==> src/rtl/seq_pkg.sv <==
// ---------------------------------------------------------------------------
// seq_pkg
// Shared types and helpers for the phase sequencer slice.
//   - seqState_e : sequencer state encoding (IDLE, EXEC, WAIT, HALTED)
//   - PH_W       : phase-index width for the default five-phase build
//   - WAIT_W     : wait-counter width for the default MAX_WAIT of 3
//   - nextPhase  : next phase index after the current one, honouring a skip mask
// ---------------------------------------------------------------------------
package seq_pkg;

  typedef enum logic [1:0] {
    IDLE   = 2'd0,
    EXEC   = 2'd1,
    WAIT   = 2'd2,
    HALTED = 2'd3
  } seqState_e;

  localparam int NUM_PHASES_DEF = 5;
  localparam int MAX_WAIT_DEF   = 3;
  localparam int PH_W           = $clog2(NUM_PHASES_DEF);
  localparam int WAIT_W         = $clog2(MAX_WAIT_DEF + 1);

  // Returns the first index above cur whose skip bit is clear. The last
  // phase always executes, so the search falls back to lastIdx. Index 0 is
  // never a candidate, which is why skip bit 0 has no effect.
  function automatic int nextPhase(input int cur, input int lastIdx,
                                   input logic [31:0] skipMask);
    int  result;
    int  cand;
    bit  found;
    result = lastIdx;
    found  = 1'b0;
    for (int i = 1; i < 32; i++) begin
      cand = cur + i;
      if (!found && (cand < lastIdx) && !skipMask[cand[4:0]]) begin
        result = cand;
        found  = 1'b1;
      end
    end
    return result;
  endfunction

endpackage

==> src/rtl/phase_sequencer_wait_counter.sv <==
// ---------------------------------------------------------------------------
// wait_counter
// Loadable down-counter that holds the memory wait-state budget.
// Ports:
//   clk, rst     : clock, asynchronous active-high reset
//   load_i       : load clip(load_val_i, MAX_WAIT) into the counter
//   dec_i        : decrement by one (stops at zero)
//   load_val_i   : requested number of extra cycles
//   zero_o       : counter is zero
//   last_o       : counter is one, i.e. this is the final wait cycle
// ---------------------------------------------------------------------------
module wait_counter #(
  parameter int MAX_WAIT = 3,
  parameter int WAIT_W   = $clog2(MAX_WAIT + 1)
) (
  input  logic              clk,
  input  logic              rst,
  input  logic              load_i,
  input  logic              dec_i,
  input  logic [WAIT_W-1:0] load_val_i,
  output logic              zero_o,
  output logic              last_o
);

  logic [WAIT_W-1:0] count_q, count_d;
  logic [WAIT_W-1:0] clipVal;

  // Requests above MAX_WAIT saturate; the compare is done at 32 bits so it
  // stays meaningful whatever the port width is.
  always_comb begin
    clipVal = load_val_i;
    if (32'(load_val_i) > 32'(MAX_WAIT)) begin
      clipVal = WAIT_W'(MAX_WAIT);
    end
  end

  // Load has priority over decrement; decrement never wraps below zero.
  always_comb begin
    count_d = count_q;
    if (load_i) begin
      count_d = clipVal;
    end else if (dec_i && (count_q != '0)) begin
      count_d = count_q - WAIT_W'(1);
    end
  end

  // Counter register.
  always_ff @(posedge clk or posedge rst) begin
    if (rst) begin
      count_q <= '0;
    end else begin
      count_q <= count_d;
    end
  end

  assign zero_o = (count_q == '0);
  assign last_o = (count_q == WAIT_W'(1));

endmodule

==> src/rtl/phase_sequencer.sv <==
// ---------------------------------------------------------------------------
// phase_sequencer
// Generates one-hot phase strobes for the multi-cycle core, with memory
// wait-state stretching, free-run / single-step modes, sticky halt and an
// instruction counter.
// Ports:
//   clk, rst     : clock, asynchronous active-high reset
//   run          : level, free-run consecutive instructions
//   step         : one-cycle pulse, starts one instruction when idle
//   halt_req     : decoder HLT, only looked at in the final cycle
//   mem_wait     : extra cycles for WAIT_PHASE, sampled on its first cycle
//   skip         : per-phase skip mask (PHASE_SKIP_EN builds only)
//   phase        : one-hot active phase, zero when not executing
//   phase_idx    : index of active phase, zero when not executing
//   instr_done   : final cycle of the last phase
//   busy         : instruction in progress
//   halted       : sticky halt flag, cleared only by rst
//   instr_count  : completed-instruction count (wraps)
// Build option: define PHASE_SKIP_EN to honour the skip mask.
// ---------------------------------------------------------------------------
module phase_sequencer
  import seq_pkg::*;
#(
  parameter int NUM_PHASES = 5,
  parameter int WAIT_PHASE = 1,
  parameter int MAX_WAIT   = 3,
  parameter int CNT_W      = 16
) (
  input  logic                            clk,
  input  logic                            rst,
  input  logic                            run,
  input  logic                            step,
  input  logic                            halt_req,
  input  logic [$clog2(MAX_WAIT+1)-1:0]   mem_wait,
  input  logic [NUM_PHASES-1:0]           skip,
  output logic [NUM_PHASES-1:0]           phase,
  output logic [$clog2(NUM_PHASES)-1:0]   phase_idx,
  output logic                            instr_done,
  output logic                            busy,
  output logic                            halted,
  output logic [CNT_W-1:0]                instr_count
);

  localparam int PHASE_W  = $clog2(NUM_PHASES);
  localparam int WAITC_W  = $clog2(MAX_WAIT + 1);
  localparam int LAST_IDX = NUM_PHASES - 1;

  seqState_e          state_q, state_d;
  logic [PHASE_W-1:0] phaseIdx_q, phaseIdx_d;
  logic [CNT_W-1:0]   instrCount_q, instrCount_d;
  logic [PHASE_W-1:0] advIdx;
  logic               waitLoad, waitDec, waitZero, waitLast, waitExit;
  logic               atWaitPhase, atLastPhase, waitRequested, finalCycle;
  logic               isBusy;

  wait_counter #(
    .MAX_WAIT (MAX_WAIT),
    .WAIT_W   (WAITC_W)
  ) uWaitCounter (
    .clk        (clk),
    .rst        (rst),
    .load_i     (waitLoad),
    .dec_i      (waitDec),
    .load_val_i (mem_wait),
    .zero_o     (waitZero),
    .last_o     (waitLast)
  );

  assign atWaitPhase   = (phaseIdx_q == PHASE_W'(WAIT_PHASE));
  assign atLastPhase   = (phaseIdx_q == PHASE_W'(LAST_IDX));
  // A zero request clips to zero, so the raw port is enough to decide
  // whether the phase gets stretched.
  assign waitRequested = atWaitPhase && (mem_wait != '0);
  // The zero term only guards against ever sitting in WAIT with nothing left.
  assign waitExit      = waitLast || waitZero;

  // Final cycle of an instruction. When WAIT_PHASE is the last phase, the
  // zero-wait case cannot be known before mem_wait is seen, so only that
  // configuration lets mem_wait reach instr_done.
  assign finalCycle = atLastPhase &&
                      (((state_q == EXEC) && !waitRequested) ||
                       ((state_q == WAIT) && waitExit));

`ifdef PHASE_SKIP_EN
  // Skipped phases are jumped over; a skipped WAIT_PHASE is never entered,
  // so it can never insert wait states.
  always_comb begin
    advIdx = PHASE_W'(nextPhase(int'(phaseIdx_q), LAST_IDX, 32'(skip)));
  end
`else
  logic unusedSkip;
  assign unusedSkip = ^skip;

  // Every phase executes in order.
  always_comb begin
    advIdx = phaseIdx_q + PHASE_W'(1);
  end
`endif

  // Next-state logic. Phase advance and wait handling come first; the
  // final-cycle block then overrides them with the end-of-instruction
  // decision (halt beats run beats idle).
  always_comb begin
    state_d      = state_q;
    phaseIdx_d   = phaseIdx_q;
    instrCount_d = instrCount_q;
    waitLoad     = 1'b0;
    waitDec      = 1'b0;
    unique case (state_q)
      IDLE: begin
        if (run || step) begin
          state_d    = EXEC;
          phaseIdx_d = '0;
        end
      end
      EXEC: begin
        if (waitRequested) begin
          waitLoad = 1'b1;
          state_d  = WAIT;
        end else if (!atLastPhase) begin
          phaseIdx_d = advIdx;
        end
      end
      WAIT: begin
        waitDec = 1'b1;
        if (waitExit && !atLastPhase) begin
          state_d    = EXEC;
          phaseIdx_d = advIdx;
        end
      end
      HALTED: begin
        state_d = HALTED;
      end
      default: begin
        state_d = IDLE;
      end
    endcase
    if (finalCycle) begin
      instrCount_d = instrCount_q + CNT_W'(1);
      phaseIdx_d   = '0;
      if (halt_req) begin
        state_d = HALTED;
      end else if (run) begin
        state_d = EXEC;
      end else begin
        state_d = IDLE;
      end
    end
  end

  // State, phase index and instruction counter registers.
  always_ff @(posedge clk or posedge rst) begin
    if (rst) begin
      state_q      <= IDLE;
      phaseIdx_q   <= '0;
      instrCount_q <= '0;
    end else begin
      state_q      <= state_d;
      phaseIdx_q   <= phaseIdx_d;
      instrCount_q <= instrCount_d;
    end
  end

  // Outputs decoded from registered state only.
  always_comb begin
    isBusy      = (state_q == EXEC) || (state_q == WAIT);
    busy        = isBusy;
    halted      = (state_q == HALTED);
    phase       = '0;
    phase_idx   = '0;
    if (isBusy) begin
      phase     = NUM_PHASES'(1) << phaseIdx_q;
      phase_idx = phaseIdx_q;
    end
    instr_done  = finalCycle;
    instr_count = instrCount_q;
  end

endmodule

==> config.mk <==
export PLATFORM = sky130hd
export DESIGN_NAME = phase_sequencer
export DESIGN_NICKNAME = d
export VERILOG_FILES = /design/src/rtl/seq_pkg.sv /design/src/rtl/phase_sequencer_wait_counter.sv /design/src/rtl/phase_sequencer.sv
export SDC_FILE = /design/constraint.sdc
export NUM_CORES = 1
export LEC_CHECK = 0
export CAP_MARGIN = 0
export CELL_PAD_IN_SITES_DETAIL_PLACEMENT = 0
export CELL_PAD_IN_SITES_GLOBAL_PLACEMENT = 2
export CORE_MARGIN = 2
export CORE_UTILIZATION = 30
export DETAILED_ROUTE_END_ITERATION = 10
export PLACE_DENSITY = 0.87
export SLEW_MARGIN = 20
export SYNTH_ARGS = -nofsm -noshare
export SYNTH_HDL_FRONTEND = slang
export SYNTH_SLANG_ARGS = --single-unit
==> constraint.sdc <==
create_clock -name clk -period 5 [get_ports clk]
set_clock_uncertainty 0.1 [all_clocks]
set_input_delay 1 -clock clk [delete_from_list [all_inputs] [get_ports clk]]
set_output_delay 1 -clock clk [all_outputs]
set_load 0.005 [all_outputs]
==> results of run 1 <==
[logic make-up (layout without fill, tap and decap cells)]
| family | after synthesis | after routing |
|---|---|---|
| buffers and inverters | 13 | 49 |
| AO/OA/AOI/OAI | 16 | 16 |
| flip-flops | 23 | 23 |
| multiplexers | 2 | 2 |
| adder cells (fa/ha/maj) | 13 | 13 |
| XOR/XNOR | 16 | 16 |
| AND/OR/NAND/NOR | 45 | 45 |
[worst max-delay path: stages (launching register included)]
cell and delay [ns]:
dfrtp_1 0.36, inv_1 0.07, ha_1 0.23, o21ai_2 0.22, a21o_1 0.39, inv_4 0.10
clkdlybuf4s50_1 0.46
[cell usage after synthesis]
library cell  number
dfrtp_1           23
xnor2_1           14
ha_1              13
inv_1             11
nand2_1           11
and2_1             7
nand4_1            6
nor2_1             5
nand3_1            4
nor3_1             4
a21o_1             3
a21oi_1            3
a211oi_1           2
and3_1             2
nand2b_1           2
o22ai_1            2
xor2_1             2
a2111oi_2          1
a22oi_1            1
and4_1             1
buf_6              1
inv_4              1
mux2_2             1
mux2i_1            1
nor2b_1            1
o21ai_0            1
o21ai_1            1
o21ai_2            1
o2bb2ai_1          1
or3_1              1
or4b_4             1
[power breakdown]
part / total, mW / switching, mW / internal [mW]
Sequential: 0.251 / 0.0326 / 0.218
Combinational: 0.380 / 0.180 / 0.199
Clock: 0.116 / 0.0588 / 0.0569
Total: 0.747 / 0.272 / 0.475
[routing by layer]
layer / routed length (um) / vias up / global-route usage, %
li1: - / 508 / -
met1: 1296 / 512 / 15.65
met2: 1378 / 23 / 21.80
met3: 123 / 2 / 2.742
met4: 15 / 0 / 2.564
met5: 0 / - / 0
[flip-flops by register name, indices dropped and copies added, names as in the netlist]
name and count:
instr_count 16, state_q 2, phaseIdx_q 3, uWaitCounter.count_q 2
[stage by stage]
| stage | power, mW | worst slack (ns) | util, % |
|---|---|---|---|
| floorplan | 0.4885 | 2.770 | - |
| CTS | 0.7559 | 1.779 | 40.62 |
| global route | 0.8099 | 1.650 | 40.62 |
| detailed placement | 0.6354 | 2.089 | 39.57 |
| global placement | 0.6227 | 2.103 | 39.57 |
| finish | 0.7466 | 1.802 | 40.62 |
[final cells by class]
| cell class | count | area share (%) |
|---|---|---|
| Multi-Input combinational cell | 92 | 39.02 |
| Sequential cell | 23 | 33.00 |
| Timing Repair Buffer | 33 | 18.94 |
| Tap cell | 52 | 3.730 |
| Inverter | 12 | 2.726 |
| Clock buffer | 4 | 2.583 |
[how the worst max path moves through the flow]
stage,to,slack (ns),start
2_1_floorplan,instr_done,2.77,state_q[0]$_DFFE_PP0P_
3_3_place_gp,instr_done,2.10,state_q[0]$_DFFE_PP0P_
3_5_place_dp,instr_done,2.09,phaseIdx_q[0]$_DFFE_PP0P_
4_1_cts,instr_done,1.78,uWaitCounter.count_q[1]$_DFFE_PP0P_
5_1_grt,instr_done,1.65,phaseIdx_q[0]$_DFFE_PP0P_
6_report,instr_done,1.80,uWaitCounter.count_q[0]$_DFFE_PP0P_
==> flow_summary.yaml, run 1 <==
logic_synthesis:
  synth_cell_types: 31
  yosysWarnings: 0
  synth-xor-area-share_pct: 10.66
  synth_area_leaders: "dfrtp_1 44%, ha_1 12%, xnor2_1 9.3%"
  yosys.area_share.adder_pct: 12.37
  avgSynthCellArea_um2: 10.27
  synth_top_family_by_area: "simple AND/OR/NAND/NOR gates"
  synth_area_um2: 1315
  syn-num-nets: 153
  yosysSeqAreaShare_pct: 43.77
  synthMuxAreaShare_pct: 1.618
  synthSimpleGateAreaFrac_pct: 18.36
  synth-seq-cells: 23
  yosys.area.top_type: "dfrtp_1"
  synth_compound_area_share_pct: 8.754
  yosys.area.top_type_share_pct: 43.77
  netlist_instances: 128
timing:
  fin_tns_setup_ns: 0
  period_minus_slack_ns: 3.198
  rsz0062_at_grt: "false"
  finalHoldViolations: 0
  fmax_mhz: 312.7
  min_period_over_period_pct: 63.97
  timing.hold.ws_ns: 0.3859
  tightest_slew_ns: 0.8743
  drv_slew: 0
  setup_viol_count_final: 0
  relSlewSlack_pct: 41.65
detailed_routing:
  drt_pass1_iterations: 4
  vias: 1045
  vias_per_cell: 4.838
  drcViolationCount: 0
  routed_wl_um: 2813
  drt-wirelength-per-cell_um: 13.02
  ant_nets: 0
  drtIter0Drc: 54
clock_tree:
  post_cts_resize_count: 0
  htree_levels: 1
  path_clk_slew_ns: 0.08
  cts_tree: "done"
  cts_hold_buf: 0
  clock-root-buffer: "clkbuf_8"
  post_cts_buffers: 0
  clockBufferDepth: 2
  cts.sinks: 23
  worstSkewPairLatency_ns: 0.26
  cts_made_buffers: 3
global_routing:
  grt_pass1_wl_um: 4892
  grt_antenna_before_repair: 0
  grt_max_degree: 24
  track_usage_pct: 12.40
  overflow: 0
  first_global_vias: 998
placement:
  port_buffers: 33
  placed_cells: 212
  placed_cell_area_um2: 1699
  gp_congestion: 0.7629
  place_hpwl_um: 2175
layout:
  layout_common_cells: "33 x clkdlybuf4s50_1, 23 x dfrtp_1, 14 x xnor2_1"
  seqCellArea_um2: 575.6
  final_cell_area_um2: 1744
  multi_input_area_um2: 680.7
  final_nets: 190
  drive_gt1_share_pct: 4.878
  final_common_cell: "clkdlybuf4s50_1"
  diodes: 0
  fillers: 421
  finalNonFillerCells: 216
  syn2layout_area_growth_pct: 32.64
critical_path:
  cp.required_ns: 3.90
  reg2reg_depth: 7
  r2r_setup_slack_ns: 2.72
  cp-start-kind: "register"
  cp.arrival_ns: 2.10
  cp_max_fo: 9
  critical_path_class: "register to output port"
  r2r-end: "phaseIdx_q[1]$_DFFE_PP0P_"
  end_kind: "output port"
  timing.rr.start: "uWaitCounter.count_q[0]$_DFFE_PP0P_"
min_path:
  hold_depth: 1
  hold_path_end: "instr_count[15]$_DFFE_PP0N_"
  hp-class: "register to register"
  min_from: "instr_count[15]$_DFFE_PP0N_"
run_status:
  outcome: "finished, final reports clean"
die:
  start_util_pct: 30.62
  boundaryPins: 39
  design.core.area_um2: 4294
  rows: 24
  die_x_um: 70.21
  die_y_um: 70.21
  fp.dieArea_um2: 4929
pwr:
  powerDensity_nw_per_um2: 428.0
  ir_drop_mv: 0.1870
  p_leak_nw: 0.7468
run:
  maxCapViolations: 0
No activity file was read; power rests on OpenSTA's default activity.
==> run 2, diff against run 1 <==
- CORE_UTILIZATION: 30 -> 28
- PLACE_DENSITY: 0.87 -> 0.82
- clock period: 5 -> 3.2 ns (I/O delays scaled with it)
==> run 2 against run 1 <==
Effect of this change:
- critical path depth shrank 1
- flip-flop and latch count did not move
- cell count grew 0.46%
- highest routed layer unchanged
- via count is 3.2% lower
- count of clock-buffer cells in the layout is 1 lower
- utilization decreased by 1.2 points
- combinational power rose by 56%
- non-clock buffer count is 1 higher
- final area rose by 0.50%
- first-iteration DRC count fell by 63%
- largest cell class unchanged
- setup slack got worse by 1.4 ns
- register-to-register slack lost 1.8 ns
==> flow_summary.yaml, run 2 (same netlist as run 1, synthesis figures left out) <==
run_status:
  outcome: "finished, final reports clean"
die:
  die_x_um: 72.53
  rows: 24
  design.core.area_um2: 4444
  die_y_um: 72.53
  start_util_pct: 29.59
  boundaryPins: 39
  fp.dieArea_um2: 5261
layout:
  syn2layout_area_growth_pct: 33.30
  largest_reg_flops: 16
  diodes: 0
  final_common_cell: "clkdlybuf4s50_1"
  drive_gt1_share_pct: 6.061
  final_nets: 191
  fillers: 449
  layout_common_cells: "33 x clkdlybuf4s50_1, 23 x dfrtp_1, 14 x xnor2_1"
  post-route-util_pct: 39.44
critical_path:
  r2r-end: "instr_count[11]$_DFFE_PP0N_"
  end_kind: "output port"
  cp_max_fo: 8
  cp.arrival_ns: 2.02
  critPathTopFamily: "buffers and inverters"
  timing.rr.start: "phaseIdx_q[0]$_DFFE_PP0P_"
  crit_buf_inv: 2
  critical_path.max_stage_delay_ns: 0.50
  cp.required_ns: 2.46
  reg2reg_depth: 8
  critical_path_class: "register to output port"
  crit_chain: "inv_1, ha_1, nor2b_1, and2_1, clkdlybuf4s50_1"
  r2r_setup_slack_ns: 0.95
  slowest_stage: "clkdlybuf4s50_1"
  cp-start-kind: "register"
clock_tree:
  cts_hold_buf: 0
  post_cts_buffers: 0
  cts_made_buffers: 3
  clockBufferDepth: 2
  worstSkewPairLatency_ns: 0.27
  cts_tree: "done"
  post_cts_resize_count: 0
  htree_levels: 1
  path_clk_slew_ns: 0.09
  clock-root-buffer: "clkbuf_8"
  cts.sinks: 23
global_routing:
  overflow: 0
  first_global_vias: 992
  grt_antenna_before_repair: 0
  grt_pass1_wl_um: 4740
  track_usage_pct: 11.63
  grt_max_degree: 24
pwr:
  powerDensity_nw_per_um2: 669.4
  ir_drop_mv: 0.2116
  p_leak_nw: 0.7536
detailed_routing:
  drcViolationCount: 0
  vias_per_cell: 4.664
  routed_wl_um: 2849
  drt-wirelength-per-cell_um: 13.13
  ant_nets: 0
  drtIter0Drc: 20
  drt_pass1_iterations: 4
  vias: 1012
min_path:
  min_from: "instr_count[15]$_DFFE_PP0N_"
  hold_depth: 1
  hp-class: "register to register"
  hold_path_end: "instr_count[15]$_DFFE_PP0N_"
placement:
  gp_congestion: 0.7837
  port_buffers: 33
  place_hpwl_um: 2243
timing:
  period_minus_slack_ns: 2.758
  setup_viol_count_final: 0
  rsz0062_at_grt: "false"
  min_period_over_period_pct: 86.19
  relSlewSlack_pct: 42.28
  drv_slew: 0
  fin_tns_setup_ns: 0
  fmax_mhz: 362.6
  finalHoldViolations: 0
  tightest_slew_ns: 0.8648
run:
  maxCapViolations: 0
run 2: cell count changes in the layout (fill, tap and decap cells not counted), sizes merged:
cell / delta
clkbuf: -1
buf: +1
clkinv: +1
run 2: cell type report:
| type | count | area [um^2] | area share (%) |
|---|---|---|---|
| multi-input cells | 92 | 680.7 | 38.83 |
| flip-flops and latches | 23 | 575.6 | 32.83 |
| repair buffers | 34 | 337.8 | 19.27 |
| well taps | 52 | 65.06 | 3.712 |
| inverters | 12 | 47.55 | 2.712 |
| clock buffers | 3 | 41.29 | 2.355 |
| clock inverters | 1 | 5.005 | 0.2855 |
run 2: where the power goes:
part	internal [mW]	total, mW	switching (mW)
registers	0.341	0.397	0.0563
logic	0.314	0.593	0.279
clock network	0.0870	0.183	0.0964
total	0.742	1.17	0.432
run 2: routing by layer:
| layer | global-route usage [%] | vias to the layer above | share of wire [%] |
|---|---|---|---|
| met3 | 1.528 | 4 | 2.8 |
| met2 | 18.28 | 16 | 46 |
| met4 | 5.556 | 0 | 2.0 |
| met1 | 15.78 | 480 | 49 |
| met5 | 0 | - | 0 |
| li1 | - | 512 | - |
run 2: through the flow:
| stage | area [um^2] | power (mW) | cells | setup WS [ns] | hold slack [ns] |
|---|---|---|---|---|---|
| 2_1_floorplan | 1315 | 0.7633 | 128 | 1.267 | 0.3682 |
| 3_3_place_gp | 1707 | 0.9730 | 213 | 0.7234 | 0.3615 |
| 3_5_place_dp | 1707 | 1.003 | 213 | 0.6877 | 0.3827 |
| 4_1_cts | 1753 | 1.190 | 217 | 0.4008 | 0.3940 |
| 5_1_grt | 1753 | 1.261 | 217 | 0.2862 | 0.4226 |
| 6_report | 1753 | 1.173 | 217 | 0.4420 | 0.3844 |
run 2: worst max path at each step:
| stage | slack, ns | end | start | cells after the start |
|---|---|---|---|---|
| 5_1_grt | 0.29 | phase[2] | state_q[0]$_DFFE_PP0P_ | 5 |
| 3_3_place_gp | 0.72 | instr_count[10]$_DFFE_PP0N_ | mem_wait[1] | 6 |
| 6_report | 0.44 | phase[2] | state_q[0]$_DFFE_PP0P_ | 5 |
| 4_1_cts | 0.40 | phase[2] | state_q[0]$_DFFE_PP0P_ | 5 |
| 3_5_place_dp | 0.69 | instr_count[10]$_DFFE_PP0N_ | mem_wait[1] | 6 |
| 2_1_floorplan | 1.27 | phaseIdx_q[1]$_DFFE_PP0P_ | uWaitCounter.count_q[0]$_DFFE_PP0P_ | 8 |
